<file path="config.mk">
export PLATFORM = sky130hd
export DESIGN_NAME = duck_move_ctl
export DESIGN_NICKNAME = d
export VERILOG_FILES = /design/src/rtl/duck_move_ctl.sv
export SDC_FILE = /design/constraint.sdc
export NUM_CORES = 1
export LEC_CHECK = 0
export ABC_CLOCK_PERIOD_IN_PS = 6750
export BUFFER_PORTS_ARGS = -buffer_cell sky130_fd_sc_hd__buf_2
export CAP_MARGIN = 10
export CELL_PAD_IN_SITES_DETAIL_PLACEMENT = 2
export CELL_PAD_IN_SITES_GLOBAL_PLACEMENT = 2
export CORE_MARGIN = 1
export CORE_UTILIZATION = 38
export CTS_CLUSTER_DIAMETER = 100
export DETAILED_ROUTE_END_ITERATION = 16
export PLACE_DENSITY_LB_ADDON = 0.3
export SLEW_MARGIN = 20
export SYNTH_ARGS = -nofsm -noshare
export SYNTH_HDL_FRONTEND = slang
export SYNTH_SLANG_ARGS = --single-unit
</file>
<file path="constraint.sdc">
create_clock -name clk -period 6.75 [get_ports clk]
set_clock_uncertainty 0.05 [all_clocks]
set_input_delay 0.3375 -clock clk [delete_from_list [all_inputs] [get_ports clk]]
set_output_delay 0.3375 -clock clk [all_outputs]
set_load 0.01 [all_outputs]
</file>
<file path="src/rtl/duck_move_ctl.sv">
// rtl/duck_move_ctl.sv - duck flight/fall/escape motion controller
module duck_move_ctl #(
   parameter int SCREEN_W     = 1024,
   parameter int GROUND_Y     = 640,
   parameter int DUCK_W       = 64,
   parameter int SPEED        = 4,
   parameter int FALL_SPEED   = 8,
   parameter int STEP_DIV     = 650000,
   parameter int FLIGHT_TICKS = 600
) (
   input  logic        clk,
   input  logic        rst,
   input  logic        game_enable,
   input  logic        hunt_start,
   input  logic        duck_hit,
   output logic [11:0] duck_xpos,
   output logic [11:0] duck_ypos,
   output logic        duck_visible,
   output logic        duck_falling,
   output logic        duck_fell,
   output logic        duck_escaped
);

   typedef enum logic [1:0] {IDLE, FLY, FALL, ESCAPE} state_t;

   localparam int DIV_W  = $clog2(STEP_DIV + 1);
   localparam int FC_RAW = $clog2(FLIGHT_TICKS + 1);
   // The direction re-roll looks at the low 6 bits, so keep at least that many.
   localparam int FC_W   = (FC_RAW > 6) ? FC_RAW : 6;

   localparam logic signed [13:0] SPD   = 14'(SPEED);
   localparam logic signed [13:0] FSPD  = 14'(FALL_SPEED);
   localparam logic signed [13:0] X_MAX = 14'(SCREEN_W - DUCK_W);
   localparam logic signed [13:0] Y_MAX = 14'(GROUND_Y);

   state_t             state;
   logic [DIV_W-1:0]   div_cnt;
   logic [FC_W-1:0]    flight_cnt;
   logic [FC_W-1:0]    flight_nx;
   logic [15:0]        lfsr;
   logic signed [13:0] dx, dy, dy_eff;
   logic signed [13:0] x_sum, y_sum, dx_nx, dy_nx, y_fall, y_esc;
   logic [11:0]        x_nx, y_nx, spawn_x;
   logic               tick;

   always_comb begin
      tick      = (div_cnt == DIV_W'(STEP_DIV - 1));
      flight_nx = flight_cnt + FC_W'(1);
      dy_eff    = dy;
      if (flight_nx[5:0] == 6'd0)
         dy_eff = lfsr[0] ? -SPD : SPD;

      x_sum = signed'({2'b00, duck_xpos}) + dx;
      y_sum = signed'({2'b00, duck_ypos}) + dy_eff;

      x_nx  = x_sum[11:0];
      dx_nx = dx;
      if (x_sum[13]) begin
         x_nx  = '0;
         dx_nx = -dx;
      end else if (x_sum > X_MAX) begin
         x_nx  = X_MAX[11:0];
         dx_nx = -dx;
      end

      y_nx  = y_sum[11:0];
      dy_nx = dy_eff;
      if (y_sum[13]) begin
         y_nx  = '0;
         dy_nx = -dy_eff;
      end else if (y_sum > Y_MAX) begin
         y_nx  = Y_MAX[11:0];
         dy_nx = -dy_eff;
      end

      y_fall = signed'({2'b00, duck_ypos}) + FSPD;
      y_esc  = signed'({2'b00, duck_ypos}) - SPD;

      spawn_x = {2'b00, lfsr[9:0]};
      if (spawn_x > 12'(SCREEN_W - DUCK_W))
         spawn_x = spawn_x - 12'd512;
   end

   always_ff @(posedge clk or negedge rst) begin
      if (!rst) begin
         state        <= IDLE;
         duck_xpos    <= '0;
         duck_ypos    <= 12'(GROUND_Y);
         duck_visible <= 1'b0;
         duck_falling <= 1'b0;
         duck_fell    <= 1'b0;
         duck_escaped <= 1'b0;
         dx           <= SPD;
         dy           <= -SPD;
         div_cnt      <= '0;
         flight_cnt   <= '0;
         lfsr         <= 16'hACE1;
      end else begin
         lfsr         <= {lfsr[14:0], lfsr[15] ^ lfsr[13] ^ lfsr[12] ^ lfsr[10]};
         div_cnt      <= tick ? '0 : div_cnt + DIV_W'(1);
         duck_fell    <= 1'b0;
         duck_escaped <= 1'b0;

         if (!game_enable) begin
            state        <= IDLE;
            duck_visible <= 1'b0;
            duck_falling <= 1'b0;
         end else begin
            case (state)
               IDLE: if (hunt_start) begin
                  state        <= FLY;
                  duck_xpos    <= spawn_x;
                  duck_ypos    <= 12'(GROUND_Y);
                  dx           <= lfsr[10] ? SPD : -SPD;
                  dy           <= -SPD;
                  flight_cnt   <= '0;
                  div_cnt      <= '0;
                  duck_visible <= 1'b1;
               end
               FLY: if (duck_hit) begin
                  state        <= FALL;
                  duck_falling <= 1'b1;
               end else if (tick) begin
                  duck_xpos  <= x_nx;
                  duck_ypos  <= y_nx;
                  dx         <= dx_nx;
                  dy         <= dy_nx;
                  flight_cnt <= flight_nx;
                  if (flight_nx == FC_W'(FLIGHT_TICKS))
                     state <= ESCAPE;
               end
               FALL: if (tick) begin
                  if (y_fall >= Y_MAX) begin
                     duck_ypos    <= Y_MAX[11:0];
                     duck_fell    <= 1'b1;
                     duck_visible <= 1'b0;
                     duck_falling <= 1'b0;
                     state        <= IDLE;
                  end else begin
                     duck_ypos <= y_fall[11:0];
                  end
               end
               ESCAPE: if (tick) begin
                  if (y_esc[13] || y_esc == '0) begin
                     duck_ypos    <= '0;
                     duck_escaped <= 1'b1;
                     duck_visible <= 1'b0;
                     state        <= IDLE;
                  end else begin
                     duck_ypos <= y_esc[11:0];
                  end
               end
               default: state <= IDLE;
            endcase
         end
      end
   end

endmodule
</file>
# Yosys cells after proc, flatten, opt, wreduce, memory -nomap -nowiden
# Cells that the tools add are included.
word_totals:
  reg_bits: 104
  latchBits: 0
  ramBits: 0
  rom_bits: 0
  in_bits: 5
  out_inout_bits: 28
  word_cells: 128
  mem_count: 0
op_classes:
  add_sub_neg: 9
  mul: 0
  div: 0
  magnitude_cmp: 4
  n_eq_ne: 21
  shift: 0
  n_mux: 68
  bitwise_logic: 3
  n_reduce_logical: 11
ops:
  columns: ["op", "n"]
  rows:
  - ["14-bit 2-to-1 mux", 13]
  - ["12-bit 2-to-1 mux", 15]
  - ["20-bit 2-to-1 mux", 4]
  - ["14-bit one-hot mux with 2 select lines", 2]
  - ["12-bit one-hot mux with 4 select lines", 1]
  - ["10-bit 2-to-1 mux", 3]
  - ["13-bit by 14-bit adder with 14-bit output", 2]
  - ["14-bit by 11-bit greater-than comparator with 1-bit output, second input constant", 2]
  - ["14-bit negator", 2]
  - ["12-bit one-hot mux with 2 select lines", 1]
  - ["3-bit inequality test, second input constant", 7]
  - ["20-bit by 1-bit adder with 20-bit output, second input constant", 1]
  - ["20-bit equality test, second input constant", 1]
  - ["10-bit one-hot mux with 2 select lines", 1]
  - ["2-bit 2-to-1 mux", 9]
  - ["6-bit AND reduction", 3]
  - ["1-bit 2-to-1 mux", 16]
  - ["14-bit logical NOT", 1]
  - ["12-bit by 4-bit adder with 13-bit output, second input constant", 1]
  - ["13-bit by 10-bit greater-or-equal comparator with 1-bit output, second input constant", 1]
  - ["12-bit by 3-bit subtractor with 13-bit output, second input constant", 1]
  - ["10-bit by 10-bit subtractor with 11-bit output, second input constant", 1]
  - ["10-bit by 1-bit adder with 10-bit output, second input constant", 1]
  - ["10-bit equality test, second input constant", 1]
  - ["18 further kinds", 26]

# Longest topological paths before layout
# Gate-level depths: netlist of the first run.
depth:
  ltp_word: 10
  depth_mapped: 21
  ltp_nobuf: 17

# Worst setup path before layout of the first run
# OpenSTA, ideal clock, no wires.
synth_timing:
  path_type: "flip-flop to flip-flop"
  start: "register flight_cnt[0]"
  end: "register dy[1]"
  setup_time_ps: 121
  t_arrival_ps: 4926
  required_time_ps: 6579
  slack_ps: 1652
  stages_incl_launch_ff: 21
  path_buffers: 4
  period_less_slack_ps: 5098
  cell_sequence: "dfrtp_1 ha_1 buf_2 xnor2_1 a31oi_2 or2_0 buf_4 clkbuf_1 a21oi_1 inv_1 ha_1 nor3_1 nor2_1 o32ai_1 o22ai_1 and3_1 or4b_1 or4b_1 or2_1 buf_6 a32o_2"
synth_between:
  elab_chain_cells: 10
  word_cells_on_any_way: 11
  cone_classes: "add/sub: 3; order compare: 1; mux: 6; reduce/logical: 1"
synth_lines:
  columns: ["element", "line", "source"]
  rows:
  - ["start: declaration", "38", "logic [FC_W-1:0] flight_cnt;"]
  - ["start signal: assignment", "128", "flight_cnt <= flight_nx;"]
  - ["10-bit by 1-bit adder with 10-bit output (*)", "48", "flight_nx = flight_cnt + FC_W'(1);"]
  - ["6-bit logical NOT (*)", "50", "if (flight_nx[5:0] == 6'd0)"]
  - ["14-bit 2-to-1 mux (*)", "50", null]
  - ["13-bit by 14-bit adder with 14-bit output", "54", "y_sum = signed'({2'b00, duck_ypos}) + dy_eff;"]
  - ["14-bit by 11-bit greater-than comparator with 1-bit output", "71", "end else if (y_sum > Y_MAX) begin"]
  - ["14-bit 2-to-1 mux", "71", null]
  - ["14-bit 2-to-1 mux (*)", "68", "if (y_sum[13]) begin"]
  - ["14-bit 2-to-1 mux (*)", "123", "end else if (tick) begin"]
  - ["14-bit 2-to-1 mux (*)", "120", "FLY: if (duck_hit) begin"]
  - ["14-bit one-hot mux with 2 select lines (*)", "109", "case (state)"]
  - ["end signal: assignment", "94", "dy <= -SPD;"]
  - ["end signal: assignment", "115", "dy <= -SPD;"]
  - ["end signal: assignment", "127", "dy <= dy_nx;"]
  - ["end: declaration", "41", "logic signed [13:0] dx, dy, dy_eff;"]
# Every way passes the cells marked *; elsewhere a longest branch is shown, timed or not. The select of a mux whose other input is x is not followed.
# A chain may end at the register's enable or synchronous reset.

# Worst setup path in the final report of the first run
# Same ends and word-level chain as after synthesis.

==> report_table.html, run 1 <==
<table>
<tr><th>Metric</th><th>Value</th></tr>
<tr><th colspan="2">Critical path</th></tr>
<tr><td>Cell class contributing the biggest share of worst-path delay</td><td>simple AND/OR/NAND/NOR gates</td></tr>
<tr><td>Destination of the critical timing path</td><td>dy[1]</td></tr>
<tr><td>List of cells traversed by the critical path</td><td>ha_1 &gt; nand3_1 &gt; mux2_4 &gt; or2_0 &gt; a21oi_1 &gt; inv_1 &gt; ha_1 &gt; nor3_1 &gt; nor2_1 &gt; o32ai_1 &gt; o22ai_1 &gt; and3_1 &gt; or4b_1 &gt; or4b_1 &gt; or2_1 &gt; o31ai_2 &gt; a32o_2</td></tr>
<tr><td>Instance count on the critical path</td><td>17</td></tr>
<tr><td>WS Path Type</td><td>reg2reg</td></tr>
<tr><td>Worst Setup SP</td><td>flight_cnt[0]</td></tr>
<tr><td>Req. time, crit path</td><td>7.00 ns</td></tr>
<tr><td>Element type at the critical path end</td><td>register</td></tr>
<tr><td>Start of the worst register-to-register path</td><td>flight_cnt[0]</td></tr>
<tr><td>Maximum fanout along the worst path</td><td>12</td></tr>
<tr><td>Highest cell delay on the worst timing path</td><td>0.82 ns</td></tr>
<tr><td>Startpoint type of the worst setup path</td><td>register</td></tr>
<tr><td>Number of cells on the worst reg-to-reg path</td><td>17</td></tr>
<tr><td>Number of buffer and inverter instances along the worst setup path</td><td>1</td></tr>
<tr><td>Critical Path AT</td><td>6.28 ns</td></tr>
<tr><td>FF-to-FF End</td><td>dy[1]</td></tr>
<tr><td>Worst-path cell with the longest stage delay</td><td>or4b_1</td></tr>
<tr><td>Register-to-Register Setup Slack</td><td>0.72 ns</td></tr>
<tr><th colspan="2">STA</th></tr>
<tr><td>Number of pins exceeding their max-slew limit in the final report</td><td>0</td></tr>
<tr><td>Minimum hold slack</td><td>0.2657 ns</td></tr>
<tr><td>Final Hold Fails</td><td>0</td></tr>
<tr><td>Final number of setup-violating endpoints</td><td>0</td></tr>
<tr><td>FMAX</td><td>0.1658 GHz</td></tr>
<tr><td>Time the worst path needs with I/O delays and setup</td><td>6.032 ns</td></tr>
<tr><td>Final TNS setup</td><td>0 ns</td></tr>
<tr><td>RSZ-0062 raised after global routing</td><td>false</td></tr>
<tr><td>Period Utilization, post-route</td><td>89.36%</td></tr>
<tr><td>Actual transition at the worst max-transition pin</td><td>1.072 ns</td></tr>
<tr><td>Normalized max-slew margin</td><td>27.89%</td></tr>
<tr><th colspan="2">Clocking</th></tr>
<tr><td>Number of hold buffers added after CTS</td><td>1</td></tr>
<tr><td>CTS-repair resized insts</td><td>0</td></tr>
<tr><td>Clock latency on the worst-skew pair</td><td>0.36 ns</td></tr>
<tr><td>CTS tree</td><td>built</td></tr>
<tr><td>Clk pin slew, worst setup/hold paths</td><td>0.07 ns</td></tr>
<tr><td>Maximum level of the CTS H-tree</td><td>3</td></tr>
<tr><td>Number of clock sinks seen by CTS</td><td>103</td></tr>
<tr><td>Largest buffer count on any clock path</td><td>2</td></tr>
<tr><td>Post-CTS Setup Repair Bufs</td><td>0</td></tr>
<tr><td>Number of buffers inserted during clock tree synthesis</td><td>9</td></tr>
<tr><td>Cell at the root of the clock tree</td><td>clkbuf_16</td></tr>
<tr><th colspan="2">Layout</th></tr>
<tr><td>Post-route cell area</td><td>0.007828 mm2</td></tr>
<tr><td>Area grow syn2layout</td><td>9.180%</td></tr>
<tr><td>Layout net count</td><td>916</td></tr>
<tr><td>Share of layout cells above drive strength 1</td><td>11.92%</td></tr>
<tr><td>Antenna diode instance count</td><td>0</td></tr>
<tr><th colspan="2">Yosys</th></tr>
<tr><td>Primary flip-flop cell chosen by synthesis mapping</td><td>dfrtp_1</td></tr>
<tr><td>Netlist area before placement</td><td>0.007169 mm2</td></tr>
<tr><td>Adder-cell area share of the yosys netlist</td><td>6.108%</td></tr>
<tr><td>Most area-hungry cell type in the Yosys netlist</td><td>dfrtp_1</td></tr>
<tr><td>Combinational family with the most area after synthesis</td><td>compound AO/OA/AOI/OAI gates</td></tr>
<tr><td>Net count after synthesis</td><td>900</td></tr>
<tr><td>Simple-gate area share of the yosys netlist</td><td>23.19%</td></tr>
<tr><td>Synth unique cells</td><td>83</td></tr>
<tr><td>Synthesis warning total</td><td>0</td></tr>
<tr><td>Post-synthesis sequential area ratio</td><td>36.35%</td></tr>
<tr><td>Leading post-synthesis cells by cell area</td><td>dfrtp_1, dfstp_2, ha_1</td></tr>
<tr><td>Most common cell in the netlist</td><td>nor2_1</td></tr>
<tr><td>Synthesized flop and latch total</td><td>103</td></tr>
<tr><td>Xor and xnor fraction of the mapped netlist area</td><td>6.108%</td></tr>
<tr><td>Fraction of synthesized cell area taken by the top area cell type</td><td>27.92%</td></tr>
<tr><td>Asr flop ratio synth</td><td>100.0%</td></tr>
<tr><td>Number of cells produced by synthesis</td><td>860</td></tr>
<tr><td>Leading post-synthesis cells by instance count</td><td>nor2_1, dfrtp_1, nand2_1, a21oi_1, o21ai_0</td></tr>
<tr><td>Proportion of synthesized area in mux cells</td><td>0.9250%</td></tr>
<tr><td>Number of enable flip-flop cells after synthesis</td><td>0</td></tr>
<tr><td>Compound-gate portion of the synthesized area</td><td>23.21%</td></tr>
<tr><td>Mean Syn Cell Area</td><td>8.336 um2</td></tr>
<tr><th colspan="2">Power and ir drop</th></tr>
<tr><td>Switching fraction of total power</td><td>40.01%</td></tr>
<tr><td>Sw power</td><td>0.7989 mW</td></tr>
<tr><td>Clk network pwr share</td><td>25.7%</td></tr>
<tr><td>IR Drop Worst-Case VDD</td><td>0.0001136 V</td></tr>
<tr><td>Share of total power in sequential cells</td><td>37.4%</td></tr>
<tr><td>Power density over the cells</td><td>255.1 mW/mm2</td></tr>
<tr><td>Int Power</td><td>1.198 mW</td></tr>
<tr><td>Leakage power total</td><td>3.177 nW</td></tr>
<tr><td>Comb pwr share</td><td>36.9%</td></tr>
<tr><th colspan="2">Flow run</th></tr>
<tr><td>Number of max-cap violations</td><td>0</td></tr>
<tr><th colspan="2">Drt</th></tr>
<tr><td>Remaining DRCs</td><td>0</td></tr>
<tr><td>Number of vias per cell after detailed routing</td><td>6.196</td></tr>
<tr><td>Routed via count</td><td>6878</td></tr>
<tr><td>Routed wire length</td><td>25070 um</td></tr>
<tr><td>Number of detailed-route iterations in the first pass</td><td>4</td></tr>
<tr><td>Number of design-rule violations left by the first detailed-router iteration</td><td>344</td></tr>
<tr><td>Antenna Nets Post-Route</td><td>0</td></tr>
<tr><td>Wire length per cell</td><td>22.58 um</td></tr>
<tr><th colspan="2">Global routing</th></tr>
<tr><td>Antenna violations before repair</td><td>0</td></tr>
<tr><td>All-Layer GR Usage</td><td>26.53%</td></tr>
<tr><td>Via count of the first global-routing pass</td><td>7732</td></tr>
<tr><td>Overflow after GRT</td><td>0</td></tr>
<tr><td>Largest net degree at the start of global routing</td><td>61</td></tr>
<tr><td>Wire length of the first global-routing pass</td><td>41110 um</td></tr>
<tr><th colspan="2">Outcome</th></tr>
<tr><td>Result of the run</td><td>complete, no violations</td></tr>
<tr><th colspan="2">Floorplanning</th></tr>
<tr><td>Die area</td><td>0.01942 mm2</td></tr>
<tr><td>Number of rows in the core area</td><td>49</td></tr>
<tr><td>Vertical die dimension</td><td>139.4 um</td></tr>
<tr><td>Starting utilization of the core area</td><td>39.37%</td></tr>
<tr><td>Num ports</td><td>33</td></tr>
<tr><td>Width of the chip</td><td>139.4 um</td></tr>
<tr><td>CORE AREA</td><td>0.01821 mm2</td></tr>
<tr><th colspan="2">Placement</th></tr>
<tr><td>Global placement routability congestion</td><td>0.8907</td></tr>
<tr><td>Number of port buffers</td><td>32</td></tr>
<tr><td>Detailed-placement wirelength estimate</td><td>18730 um</td></tr>
<tr><td>Post-placement cell area</td><td>0.007542 mm2</td></tr>
<tr><th colspan="2">Min path</th></tr>
<tr><td>Worst min-delay path category</td><td>in2reg</td></tr>
</table>
-- state kept, by name, summed over array words and instances, names as in the netlist --
name / cells
div_cnt: 20
lfsr: 16
dy: 14
dx: 13
duck_xpos: 12
duck_ypos: 12
flight_cnt: 10
state: 2
duck_escaped: 1
duck_falling: 1
duck_fell: 1
duck_visible: 1
-- worst min path at each step --
stage / startpoint / endpoint / slack, ns / cells past startpoint
3_3_place_gp: lfsr[14] / lfsr[15] / 0.29 / 0
4_1_cts: game_enable / duck_escaped / 0.27 / 3
5_1_grt: game_enable / state[0] / 0.28 / 3
2_1_floorplan: rst / div_cnt[0] / -0.008 / 0
6_report: game_enable / duck_escaped / 0.27 / 3
3_5_place_dp: lfsr[14] / lfsr[15] / 0.31 / 0
-- metrics by stage --
step	util (%)	worst slack (ns)	cells	power, mW
final	42.99	0.7183	1110	1.997
after floorplan	-	1.652	860	1.243
after CTS	42.99	0.7788	1110	2.011
after global routing	42.99	0.3415	1110	2.105
after global placement	41.42	1.158	1093	1.418
after detailed placement	41.42	0.8180	1093	1.488
-- cells by family after synthesis --
family | count (synthesis)
simple gates | 340
compound gates | 254
flops | 103
buf+inv | 72
xor+xnor | 50
fa+ha+maj | 35
mux | 6
-- placed cells by master (no fill, tap or decap), types with 3 or more instances in the layout --
master / count
a2111oi_0: 3
a21o_1: 11
a21oi_1: 68
a221oi_1: 9
a22oi_1: 3
a311oi_1: 3
a31oi_1: 25
and2_1: 8
and3_1: 10
buf_2: 31
buf_4: 12
clkbuf_16: 9
dfrtp_1: 80
dfstp_2: 23
ha_1: 35
inv_1: 33
mux2i_1: 4
nand2_1: 73
nand2b_1: 9
nand3_1: 28
nand3b_1: 4
nand4_1: 16
nor2_1: 103
nor2b_1: 8
nor3_1: 31
nor3_2: 3
nor3b_1: 3
nor4_1: 12
nor4b_1: 3
o211ai_1: 3
o21a_1: 5
o21ai_0: 56
o21ai_1: 10
o22a_1: 12
o22ai_1: 6
or2_2: 4
or3_1: 11
or4_1: 3
xnor2_1: 31
xor2_1: 19
-- power by group through the flow --
| stage | Sequential (mW) | Clock (mW) | Combinational, mW |
|---|---|---|---|
| 2_1_floorplan | 0.734 | 0 | 0.509 |
| 3_3_place_gp | 0.752 | 0 | 0.666 |
| 3_5_place_dp | 0.759 | 0 | 0.730 |
| 4_1_cts | 0.747 | 0.524 | 0.740 |
| 5_1_grt | 0.757 | 0.541 | 0.807 |
| 6_report | 0.748 | 0.512 | 0.737 |
-- cell type report --
type / instances / area, um2
clock buffers: 10 / 229.0
clock inverters: 6 / 46.29
fillers: 2043 / 10380
inverters: 33 / 123.9
multi-input cells: 685 / 4280
flip-flops and latches: 103 / 2606
well taps: 229 / 286.5
repair buffers: 44 / 255.2
-- metal layers --
layer	vias up	GRT usage (%)	wire length, um
li1	3170	-	-
met1	3579	32.69	11160
met2	91	48.21	12920
met3	38	3.889	527
met4	0	6.725	458
met5	-	0	0
-- worst min-delay path, cell delays in order --
cell and delay, ns:
buf_2 0.17, nand2_1 0.09, nor4_1 0.04
Note: power is estimated with default switching activity, not from simulation.
==> run 2: changes to the inputs <==
Settings changed: ABC_AREA set to 1, CORE_UTILIZATION 38 to 37.
==> run 2 against run 1 <==
Compared with the run above: sequential power rose by 32%; final area rose by 0.53%; clock power increased by 5.9%; clock-buffer cell count is 1 lower; power is 93% higher; first-iteration DRC count down 42%; global-route usage down 2.2 points; worst hold slack got worse by 0.060 ns; combinational power grew to 3.2 times the previous value; die area up 2.6%; critical path type unchanged; largest cell class unchanged; highest routed layer unchanged.
==> report_table.html, run 2 <==
<table>
<tr><th>Metric</th><th>Value</th></tr>
<tr><th colspan="2">Outcome</th></tr>
<tr><td>Result of the run</td><td>complete, no violations (unchanged)</td></tr>
<tr><th colspan="2">STA</th></tr>
<tr><td>FMAX</td><td>0.2234 GHz (was 0.1658 GHz)</td></tr>
<tr><td>Actual transition at the worst max-transition pin</td><td>0.8962 ns (was 1.072 ns)</td></tr>
<tr><td>Normalized max-slew margin</td><td>40.25% (was 27.89%)</td></tr>
<tr><td>Number of pins exceeding their max-slew limit in the final report</td><td>0 (unchanged)</td></tr>
<tr><td>Final TNS setup</td><td>0 ns (unchanged)</td></tr>
<tr><td>RSZ-0062 raised after global routing</td><td>false (unchanged)</td></tr>
<tr><td>Period Utilization, post-route</td><td>66.30% (was 89.36%)</td></tr>
<tr><td>Final number of setup-violating endpoints</td><td>0 (unchanged)</td></tr>
<tr><td>Final Hold Fails</td><td>0 (unchanged)</td></tr>
<tr><td>Time the worst path needs with I/O delays and setup</td><td>4.476 ns (was 6.032 ns)</td></tr>
<tr><th colspan="2">Critical path</th></tr>
<tr><td>Worst-path cell with the longest stage delay</td><td>dfrtp_1 (was or4b_1)</td></tr>
<tr><td>Element type at the critical path end</td><td>register (unchanged)</td></tr>
<tr><td>Critical Path AT</td><td>4.72 ns (was 6.28 ns)</td></tr>
<tr><td>Req. time, crit path</td><td>6.99 ns (was 7.00 ns)</td></tr>
<tr><td>Highest cell delay on the worst timing path</td><td>0.51 ns (was 0.82 ns)</td></tr>
<tr><td>WS Path Type</td><td>reg2reg (unchanged)</td></tr>
<tr><td>CP dominant cell by count</td><td>nand2_1</td></tr>
<tr><td>Number of buffer and inverter instances along the worst setup path</td><td>6 (was 1)</td></tr>
<tr><td>Maximum fanout along the worst path</td><td>34 (was 12)</td></tr>
<tr><td>Startpoint type of the worst setup path</td><td>register (unchanged)</td></tr>
<tr><td>Cell class contributing the biggest share of worst-path delay</td><td>simple AND/OR/NAND/NOR gates (unchanged)</td></tr>
<tr><th colspan="2">Clocking</th></tr>
<tr><td>CTS-repair resized insts</td><td>0 (unchanged)</td></tr>
<tr><td>Maximum level of the CTS H-tree</td><td>3 (unchanged)</td></tr>
<tr><td>CTS tree</td><td>built (unchanged)</td></tr>
<tr><td>Cell at the root of the clock tree</td><td>clkbuf_16 (unchanged)</td></tr>
<tr><td>Number of clock sinks seen by CTS</td><td>103 (unchanged)</td></tr>
<tr><td>Clk pin slew, worst setup/hold paths</td><td>0.08 ns (was 0.07 ns)</td></tr>
<tr><td>Number of buffers inserted during clock tree synthesis</td><td>9 (unchanged)</td></tr>
<tr><td>Clock latency on the worst-skew pair</td><td>0.37 ns (was 0.36 ns)</td></tr>
<tr><td>Largest buffer count on any clock path</td><td>2 (unchanged)</td></tr>
<tr><th colspan="2">Yosys</th></tr>
<tr><td>Post-synthesis sequential area ratio</td><td>36.38% (was 36.35%)</td></tr>
<tr><td>Compound-gate portion of the synthesized area</td><td>12.19% (was 23.21%)</td></tr>
<tr><td>Most common cell in the netlist</td><td>nand2_1 (was nor2_1)</td></tr>
<tr><td>Leading post-synthesis cells by instance count</td><td>nand2_1, inv_1, nor2_1, dfrtp_1, nand3_1 (was nor2_1, dfrtp_1, nand2_1, a21oi_1, o21ai_0)</td></tr>
<tr><td>Netlist area before placement</td><td>0.007163 mm2 (was 0.007169 mm2)</td></tr>
<tr><td>Synthesis warning total</td><td>0 (unchanged)</td></tr>
<tr><td>Fraction of synthesized cell area taken by the top area cell type</td><td>27.95% (was 27.92%)</td></tr>
<tr><td>Synth unique cells</td><td>55 (was 83)</td></tr>
<tr><td>Adder-cell area share of the yosys netlist</td><td>6.114% (was 6.108%)</td></tr>
<tr><td>Most area-hungry cell type in the Yosys netlist</td><td>dfrtp_1 (unchanged)</td></tr>
<tr><td>Combinational family with the most area after synthesis</td><td>simple AND/OR/NAND/NOR gates (was compound AO/OA/AOI/OAI gates)</td></tr>
<tr><td>Synthesized flop and latch total</td><td>103 (unchanged)</td></tr>
<tr><td>Asr flop ratio synth</td><td>100.0% (unchanged)</td></tr>
<tr><td>Number of enable flip-flop cells after synthesis</td><td>0 (unchanged)</td></tr>
<tr><td>Leading post-synthesis cells by cell area</td><td>dfrtp_1, nand2_1, dfstp_2 (was dfrtp_1, dfstp_2, ha_1)</td></tr>
<tr><td>Primary flip-flop cell chosen by synthesis mapping</td><td>dfrtp_1 (unchanged)</td></tr>
<tr><td>Number of cells produced by synthesis</td><td>978 (was 860)</td></tr>
<tr><td>Xor and xnor fraction of the mapped netlist area</td><td>4.279% (was 6.108%)</td></tr>
<tr><td>Net count after synthesis</td><td>1018 (was 900)</td></tr>
<tr><td>Simple-gate area share of the yosys netlist</td><td>32.35% (was 23.19%)</td></tr>
<tr><td>Mean Syn Cell Area</td><td>7.324 um2 (was 8.336 um2)</td></tr>
<tr><td>Proportion of synthesized area in mux cells</td><td>0% (was 0.9250%)</td></tr>
<tr><th colspan="2">Layout</th></tr>
<tr><td>Area grow syn2layout</td><td>9.852% (was 9.180%)</td></tr>
<tr><td>Register with the most flip-flops</td><td>div_cnt (unchanged)</td></tr>
<tr><td>Share of layout cells above drive strength 1</td><td>13.74% (was 11.92%)</td></tr>
<tr><td>Fillcell total</td><td>2299 (was 2043)</td></tr>
<tr><td>Antenna diode instance count</td><td>0 (unchanged)</td></tr>
<tr><td>Area of the multi-input gates</td><td>0.003935 mm2 (was 0.004280 mm2)</td></tr>
<tr><td>Most frequent cells in the layout</td><td>nand2_1, inv_1, nor2_1 (was nor2_1, dfrtp_1, nand2_1)</td></tr>
<tr><td>Register area</td><td>0.002606 mm2 (unchanged)</td></tr>
<tr><td>Layout net count</td><td>1047 (was 916)</td></tr>
<tr><td>Flip-flop count of the largest register after layout</td><td>20 (unchanged)</td></tr>
<tr><td>Most frequent standard cell in the layout excluding fill and tap cells</td><td>nand2_1 (was nor2_1)</td></tr>
<tr><td>Largest registers</td><td>div_cnt: 20 flops, lfsr: 16 flops, dy: 14 flops (unchanged)</td></tr>
<tr><th colspan="2">Floorplanning</th></tr>
<tr><td>Width of the chip</td><td>141.1 um (was 139.4 um)</td></tr>
<tr><td>CORE AREA</td><td>0.01883 mm2 (was 0.01821 mm2)</td></tr>
<tr><td>Num ports</td><td>33 (unchanged)</td></tr>
<tr><td>Starting utilization of the core area</td><td>38.04% (was 39.37%)</td></tr>
<tr><td>Die area</td><td>0.01992 mm2 (was 0.01942 mm2)</td></tr>
<tr><td>Vertical die dimension</td><td>141.1 um (was 139.4 um)</td></tr>
<tr><td>Number of rows in the core area</td><td>50 (was 49)</td></tr>
<tr><th colspan="2">Power and ir drop</th></tr>
<tr><td>Int Power</td><td>1.822 mW (was 1.198 mW)</td></tr>
<tr><td>Share of total power in sequential cells</td><td>25.5% (was 37.4%)</td></tr>
<tr><td>Power density over the cells</td><td>490.8 mW/mm2 (was 255.1 mW/mm2)</td></tr>
<tr><td>Switching fraction of total power</td><td>52.83% (was 40.01%)</td></tr>
<tr><td>IR Drop Worst-Case VDD</td><td>0.0002152 V (was 0.0001136 V)</td></tr>
<tr><td>Comb pwr share</td><td>60.5% (was 36.9%)</td></tr>
<tr><td>Total Power</td><td>3.862 mW (was 1.997 mW)</td></tr>
<tr><td>Clk network pwr share</td><td>14.0% (was 25.7%)</td></tr>
<tr><td>Sw power</td><td>2.040 mW (was 0.7989 mW)</td></tr>
<tr><td>Leakage power total</td><td>3.870 nW (was 3.177 nW)</td></tr>
<tr><th colspan="2">Global routing</th></tr>
<tr><td>Antenna violations before repair</td><td>0 (unchanged)</td></tr>
<tr><td>Wire length of the first global-routing pass</td><td>37970 um (was 41110 um)</td></tr>
<tr><td>Largest net degree at the start of global routing</td><td>70 (was 61)</td></tr>
<tr><td>All-Layer GR Usage</td><td>24.31% (was 26.53%)</td></tr>
<tr><td>Via count of the first global-routing pass</td><td>7383 (was 7732)</td></tr>
<tr><td>Overflow after GRT</td><td>0 (unchanged)</td></tr>
<tr><th colspan="2">Min path</th></tr>
<tr><td>Worst min-delay path category</td><td>in2reg (unchanged)</td></tr>
<tr><th colspan="2">Drt</th></tr>
<tr><td>Number of detailed-route iterations in the first pass</td><td>4 (unchanged)</td></tr>
<tr><td>Routed via count</td><td>6699 (was 6878)</td></tr>
<tr><td>Remaining DRCs</td><td>0 (unchanged)</td></tr>
<tr><td>Number of design-rule violations left by the first detailed-router iteration</td><td>201 (was 344)</td></tr>
<tr><td>Number of vias per cell after detailed routing</td><td>5.267 (was 6.196)</td></tr>
<tr><td>Wire length per cell</td><td>18.03 um (was 22.58 um)</td></tr>
<tr><td>Antenna Nets Post-Route</td><td>0 (unchanged)</td></tr>
<tr><td>Routed wire length</td><td>22930 um (was 25070 um)</td></tr>
<tr><th colspan="2">Placement</th></tr>
<tr><td>Detailed-placement wirelength estimate</td><td>17500 um (was 18730 um)</td></tr>
<tr><td>Global placement routability congestion</td><td>0.8269 (was 0.8907)</td></tr>
<tr><td>Number of port buffers</td><td>32 (unchanged)</td></tr>
<tr><th colspan="2">Flow run</th></tr>
<tr><td>Number of max-cap violations</td><td>0 (unchanged)</td></tr>
</table>
## run 2: power by group through the flow
stage          clock (mW)  sequential (mW)  combinational [mW]
2_1_floorplan           0            0.943                1.74
3_3_place_gp            0            0.989                2.21
3_5_place_dp            0            0.995                2.33
4_1_cts             0.565            0.986                2.36
5_1_grt             0.579             1.01                2.63
6_report            0.542            0.985                2.34
## run 2: worst register-to-register path, delay by kind of cell (launching register included)
kind / cells / cell delay (ns)
compound gates: 1 / 0.35
fa+ha+maj: 2 / 0.64
buf+inv: 6 / 0.59
flops: 1 / 0.51
simple gates: 20 / 2.30
## run 2: timing repair
action / CTS / global route
hold endpoints to repair: 33 / 0
hold buffers: 1 / 0
buffers inserted: 0 / 0
## run 2: path summary, 6_finish.rpt
check	startpoint	end	slack [ns]	cells past startpoint
max reg2reg	flight_cnt[0]	dy[5]	2.27	29
min reg2reg	lfsr[14]	lfsr[15]	0.31	0
min in group asynchronous	rst	div_cnt[18]	0.41	2
min	game_enable	duck_falling	0.21	3
max	flight_cnt[0]	dy[5]	2.27	29
max in group asynchronous	rst	lfsr[12]	4.93	3
## run 2: cell families after synthesis
| logic type | count (synthesis) |
|---|---|
| AND/OR/NAND/NOR | 506 |
| AO/OA/AOI/OAI | 147 |
| buffers and inverters | 152 |
| XOR/XNOR | 35 |
| adder cells (fa/ha/maj) | 35 |
| flip-flops | 103 |
## run 2: final cells by class
| class | instances | share of cell area (%) |
|---|---|---|
| Clock buffer | 9 | 2.862 |
| Sequential cell | 103 | 33.12 |
| Multi-Input combinational cell | 723 | 50.01 |
| Timing Repair Buffer | 37 | 2.576 |
| Tap cell | 260 | 4.134 |
| Inverter | 133 | 6.392 |
| Clock inverter | 7 | 0.9063 |
## run 2: per-layer routing
layer	wire length, um	GRT usage, %	vias up	part of all wire [%]
met2	11800	44.61	56	51
met1	10320	29.86	3386	45
met5	0	0	-	0
met4	274	5.149	0	1.2
met3	542	3.702	19	2.4
li1	-	-	3238	-
## run 2: stage by stage
| stage | setup WS [ns] | cells | cell area [um2] | util (%) | hold WS [ns] |
|---|---|---|---|---|---|
| 2_1_floorplan | 3.198 | 978 | 7163 | - | -0.008091 |
| 3_3_place_gp | 2.575 | 1255 | 7562 | 40.16 | 0.2826 |
| 3_5_place_dp | 2.280 | 1255 | 7562 | 40.16 | 0.2876 |
| 4_1_cts | 2.224 | 1272 | 7869 | 41.79 | 0.1959 |
| 5_1_grt | 1.835 | 1272 | 7869 | 41.79 | 0.2307 |
| 6_report | 2.274 | 1272 | 7869 | 41.79 | 0.2056 |
==> run 3: changes to the inputs <==
Settings changed: ABC_CLOCK_PERIOD_IN_PS 6750 to 4000, CORE_UTILIZATION 37 to 33.
Clock period 6.75 ns to 4 ns, I/O delays scaled along.
==> run 3 against run 2 <==
Compared with the run above: highest routed layer unchanged; largest power group unchanged; critical path depth is 4 lower; final area is 4.6% higher; worst hold slack worse by 0.13 ns; largest cell class unchanged.
==> report_table.html, run 3 (same netlist as run 2, synthesis figures left out) <==
<table>
<tr><th>Metric</th><th>Value</th></tr>
<tr><th colspan="2">Outcome</th></tr>
<tr><td>Result of the run</td><td>complete, no violations (unchanged)</td></tr>
<tr><th colspan="2">Drt</th></tr>
<tr><td>Routed via count</td><td>6788 (was 6699)</td></tr>
<tr><td>Wire length per cell</td><td>17.78 um (was 18.03 um)</td></tr>
<tr><td>Remaining DRCs</td><td>0 (unchanged)</td></tr>
<tr><td>Number of design-rule violations left by the first detailed-router iteration</td><td>215 (was 201)</td></tr>
<tr><td>Routed wire length</td><td>23260 um (was 22930 um)</td></tr>
<tr><td>Number of vias per cell after detailed routing</td><td>5.190 (was 5.267)</td></tr>
<tr><td>Antenna Nets Post-Route</td><td>0 (unchanged)</td></tr>
<tr><td>Number of detailed-route iterations in the first pass</td><td>4 (unchanged)</td></tr>
<tr><th colspan="2">Min path</th></tr>
<tr><td>Hold Path Depth</td><td>3 (unchanged)</td></tr>
<tr><td>Hold worst-path end</td><td>duck_falling (unchanged)</td></tr>
<tr><td>Worst min-delay path category</td><td>in2reg (unchanged)</td></tr>
<tr><td>Startpoint of the lowest-slack hold path</td><td>game_enable (unchanged)</td></tr>
<tr><th colspan="2">Layout</th></tr>
<tr><td>Flip-flop count of the largest register after layout</td><td>20 (unchanged)</td></tr>
<tr><td>Core utilization of the finished layout</td><td>38.92% (was 41.79%)</td></tr>
<tr><td>Fillcell total</td><td>2504 (was 2299)</td></tr>
<tr><td>Antenna diode instance count</td><td>0 (unchanged)</td></tr>
<tr><td>Area grow syn2layout</td><td>14.93% (was 9.852%)</td></tr>
<tr><td>Most frequent cells in the layout</td><td>nand2_1, inv_1, nor2_1 (unchanged)</td></tr>
<tr><td>Register with the most flip-flops</td><td>div_cnt (unchanged)</td></tr>
<tr><td>Most frequent standard cell in the layout excluding fill and tap cells</td><td>nand2_1 (unchanged)</td></tr>
<tr><td>Layout net count</td><td>1068 (was 1047)</td></tr>
<tr><td>Share of layout cells above drive strength 1</td><td>17.72% (was 13.74%)</td></tr>
<tr><td>Largest registers</td><td>div_cnt: 20 flops, lfsr: 16 flops, dy: 14 flops (unchanged)</td></tr>
<tr><th colspan="2">Critical path</th></tr>
<tr><td>Maximum fanout along the worst path</td><td>17 (was 34)</td></tr>
<tr><td>Register-to-Register Setup Slack</td><td>0.27 ns (was 2.27 ns)</td></tr>
<tr><td>Start of the worst register-to-register path</td><td>flight_cnt[0] (unchanged)</td></tr>
<tr><td>Startpoint type of the worst setup path</td><td>register (unchanged)</td></tr>
<tr><td>FF-to-FF End</td><td>duck_ypos[3] (was dy[5])</td></tr>
<tr><td>Critical Path AT</td><td>3.91 ns (was 4.72 ns)</td></tr>
<tr><td>Req. time, crit path</td><td>4.19 ns (was 6.99 ns)</td></tr>
<tr><td>Element type at the critical path end</td><td>register (unchanged)</td></tr>
<tr><td>Number of cells on the worst reg-to-reg path</td><td>25 (was 29)</td></tr>
<tr><td>WS Path Type</td><td>reg2reg (unchanged)</td></tr>
<tr><td>Worst Setup SP</td><td>flight_cnt[0] (unchanged)</td></tr>
<tr><th colspan="2">STA</th></tr>
<tr><td>Actual transition at the worst max-transition pin</td><td>0.8246 ns (was 0.8962 ns)</td></tr>
<tr><td>Minimum hold slack</td><td>0.07115 ns (was 0.2056 ns)</td></tr>
<tr><td>Final number of setup-violating endpoints</td><td>0 (unchanged)</td></tr>
<tr><td>Time the worst path needs with I/O delays and setup</td><td>3.725 ns (was 4.476 ns)</td></tr>
<tr><td>Final Hold Fails</td><td>0 (unchanged)</td></tr>
<tr><td>FMAX</td><td>0.2684 GHz (was 0.2234 GHz)</td></tr>
<tr><td>Normalized max-slew margin</td><td>45.02% (was 40.25%)</td></tr>
<tr><td>Number of pins exceeding their max-slew limit in the final report</td><td>0 (unchanged)</td></tr>
<tr><td>Period Utilization, post-route</td><td>93.14% (was 66.30%)</td></tr>
<tr><th colspan="2">Floorplanning</th></tr>
<tr><td>Die area</td><td>0.02230 mm2 (was 0.01992 mm2)</td></tr>
<tr><td>CORE AREA</td><td>0.02115 mm2 (was 0.01883 mm2)</td></tr>
<tr><td>Num ports</td><td>33 (unchanged)</td></tr>
<tr><td>Starting utilization of the core area</td><td>33.86% (was 38.04%)</td></tr>
<tr><td>Width of the chip</td><td>149.3 um (was 141.1 um)</td></tr>
<tr><td>Vertical die dimension</td><td>149.3 um (was 141.1 um)</td></tr>
<tr><td>Number of rows in the core area</td><td>53 (was 50)</td></tr>
<tr><th colspan="2">Clocking</th></tr>
<tr><td>Largest buffer count on any clock path</td><td>2 (unchanged)</td></tr>
<tr><td>Clock latency on the worst-skew pair</td><td>0.36 ns (was 0.37 ns)</td></tr>
<tr><td>Number of clock sinks seen by CTS</td><td>103 (unchanged)</td></tr>
<tr><td>Maximum level of the CTS H-tree</td><td>3 (unchanged)</td></tr>
<tr><td>Clk pin slew, worst setup/hold paths</td><td>0.08 ns (about the same)</td></tr>
<tr><td>Number of buffers inserted during clock tree synthesis</td><td>9 (unchanged)</td></tr>
<tr><td>CTS tree</td><td>built (unchanged)</td></tr>
<tr><td>Cell at the root of the clock tree</td><td>clkbuf_16 (unchanged)</td></tr>
<tr><th colspan="2">Power and ir drop</th></tr>
<tr><td>Power density over the cells</td><td>864.3 mW/mm2 (was 490.8 mW/mm2)</td></tr>
<tr><td>IR Drop Worst-Case VDD</td><td>0.0002996 V (was 0.0002152 V)</td></tr>
<tr><td>Leakage power total</td><td>3.987 nW (was 3.870 nW)</td></tr>
<tr><th colspan="2">Global routing</th></tr>
<tr><td>Overflow after GRT</td><td>0 (unchanged)</td></tr>
<tr><td>Largest net degree at the start of global routing</td><td>57 (was 70)</td></tr>
<tr><td>Wire length of the first global-routing pass</td><td>37870 um (was 37970 um)</td></tr>
<tr><td>Antenna violations before repair</td><td>0 (unchanged)</td></tr>
<tr><td>All-Layer GR Usage</td><td>21.67% (was 24.31%)</td></tr>
<tr><td>Via count of the first global-routing pass</td><td>7345 (was 7383)</td></tr>
<tr><th colspan="2">Flow run</th></tr>
<tr><td>Number of max-cap violations</td><td>0 (unchanged)</td></tr>
<tr><th colspan="2">Placement</th></tr>
<tr><td>Global placement routability congestion</td><td>0.8421 (was 0.8269)</td></tr>
<tr><td>Detailed-placement wirelength estimate</td><td>17550 um (was 17500 um)</td></tr>
<tr><td>Number of port buffers</td><td>32 (unchanged)</td></tr>
</table>
[run 3: cell types whose count changed in the layout (fill, tap and decap cells not counted), moves of 4 or more]
cell / before / now
a21oi_1: 50 / 46
buf_4: 5 / 24
ha_1: 35 / 30
nor2_1: 115 / 111
o21ai_0: 39 / 35
[run 3: what timing repair did]
item / 4_1_cts / 5_1_grt
hold endpoints to repair: 39 / 0
gates cloned: 0 / 1
pin swaps: 0 / 3
endpoints found under the setup margin: 22 / 23
buffers inserted: 0 / 6
hold buffers: 1 / 0
gates resized for setup: 2 / 34
[run 3: final cells by class]
| class | count | area, um2 | area share (%) |
|---|---|---|---|
| timing repair buffer | 57 | 365.4 | 4.438 |
| clock inverter | 7 | 103.9 | 1.261 |
| multi-input combinational | 724 | 4081 | 49.57 |
| inverter | 133 | 505.5 | 6.140 |
| sequential | 103 | 2608 | 31.67 |
| tap | 275 | 344.1 | 4.179 |
| clock buffer | 9 | 225.2 | 2.736 |
[run 3: worst max-delay path by stage]
stage | to | cells past startpoint
4_1_cts | duck_ypos[6] | 24
3_5_place_dp | duck_ypos[6] | 25
2_1_floorplan | dy[1] | 27
5_1_grt | dy[3] | 26
3_3_place_gp | duck_ypos[7] | 24
6_report | duck_ypos[3] | 25
[run 3: power breakdown]
part	switching (mW)	internal, mW	total, mW
registers	0.314	1.34	1.65
clock network	0.447	0.557	1.00
logic	2.87	1.59	4.46
[run 3: per-stage QoR]
stage / TNS (ns) / setup slack (ns) / total power, mW / instances / cell area (um2)
4_1_cts: 0 / 0.01485 / 6.765 / 1301 / 8040
2_1_floorplan: 0 / 0.4484 / 4.529 / 978 / 7163
6_report: 0 / 0.2746 / 7.116 / 1308 / 8233
3_3_place_gp: 0 / 0.05193 / 5.495 / 1284 / 7686
3_5_place_dp: -1.465 / -0.1034 / 5.663 / 1284 / 7686
5_1_grt: -0.2910 / -0.04623 / 7.763 / 1308 / 8233
[run 3: per-layer routing]
| layer | wire length (um) | up-vias | GRT usage [%] | share of wire (%) |
|---|---|---|---|---|
| met1 | 11140 | 3449 | 28.45 | 48 |
| met2 | 11550 | 45 | 37.86 | 50 |
| met4 | 184 | 0 | 3.367 | 0.79 |
| met3 | 381 | 11 | 3.456 | 1.6 |
| met5 | 0 | - | 0 | 0 |
| li1 | - | 3283 | - | - |
[run 3: worst max-delay path, cell delays in order (launching register included)]
cell	delay (ns)
dfrtp_1	0.40
ha_2	0.21
nand2_1	0.07
inv_2	0.04
nand3_1	0.08
nand2_2	0.08
nor2_2	0.15
nand2_4	0.10
nor2_1	0.13
inv_2	0.09
o21ai_0	0.12
inv_1	0.18
ha_4	0.35
nand2_1	0.13
o21ai_2	0.23
inv_1	0.08
nand2_1	0.07
nand2_1	0.06
nand2_1	0.15
nor2_1	0.07
nor2_1	0.19
nand2_4	0.13
nand2_8	0.17
nor2_1	0.06
o21ai_1	0.12
o21ai_0	0.10
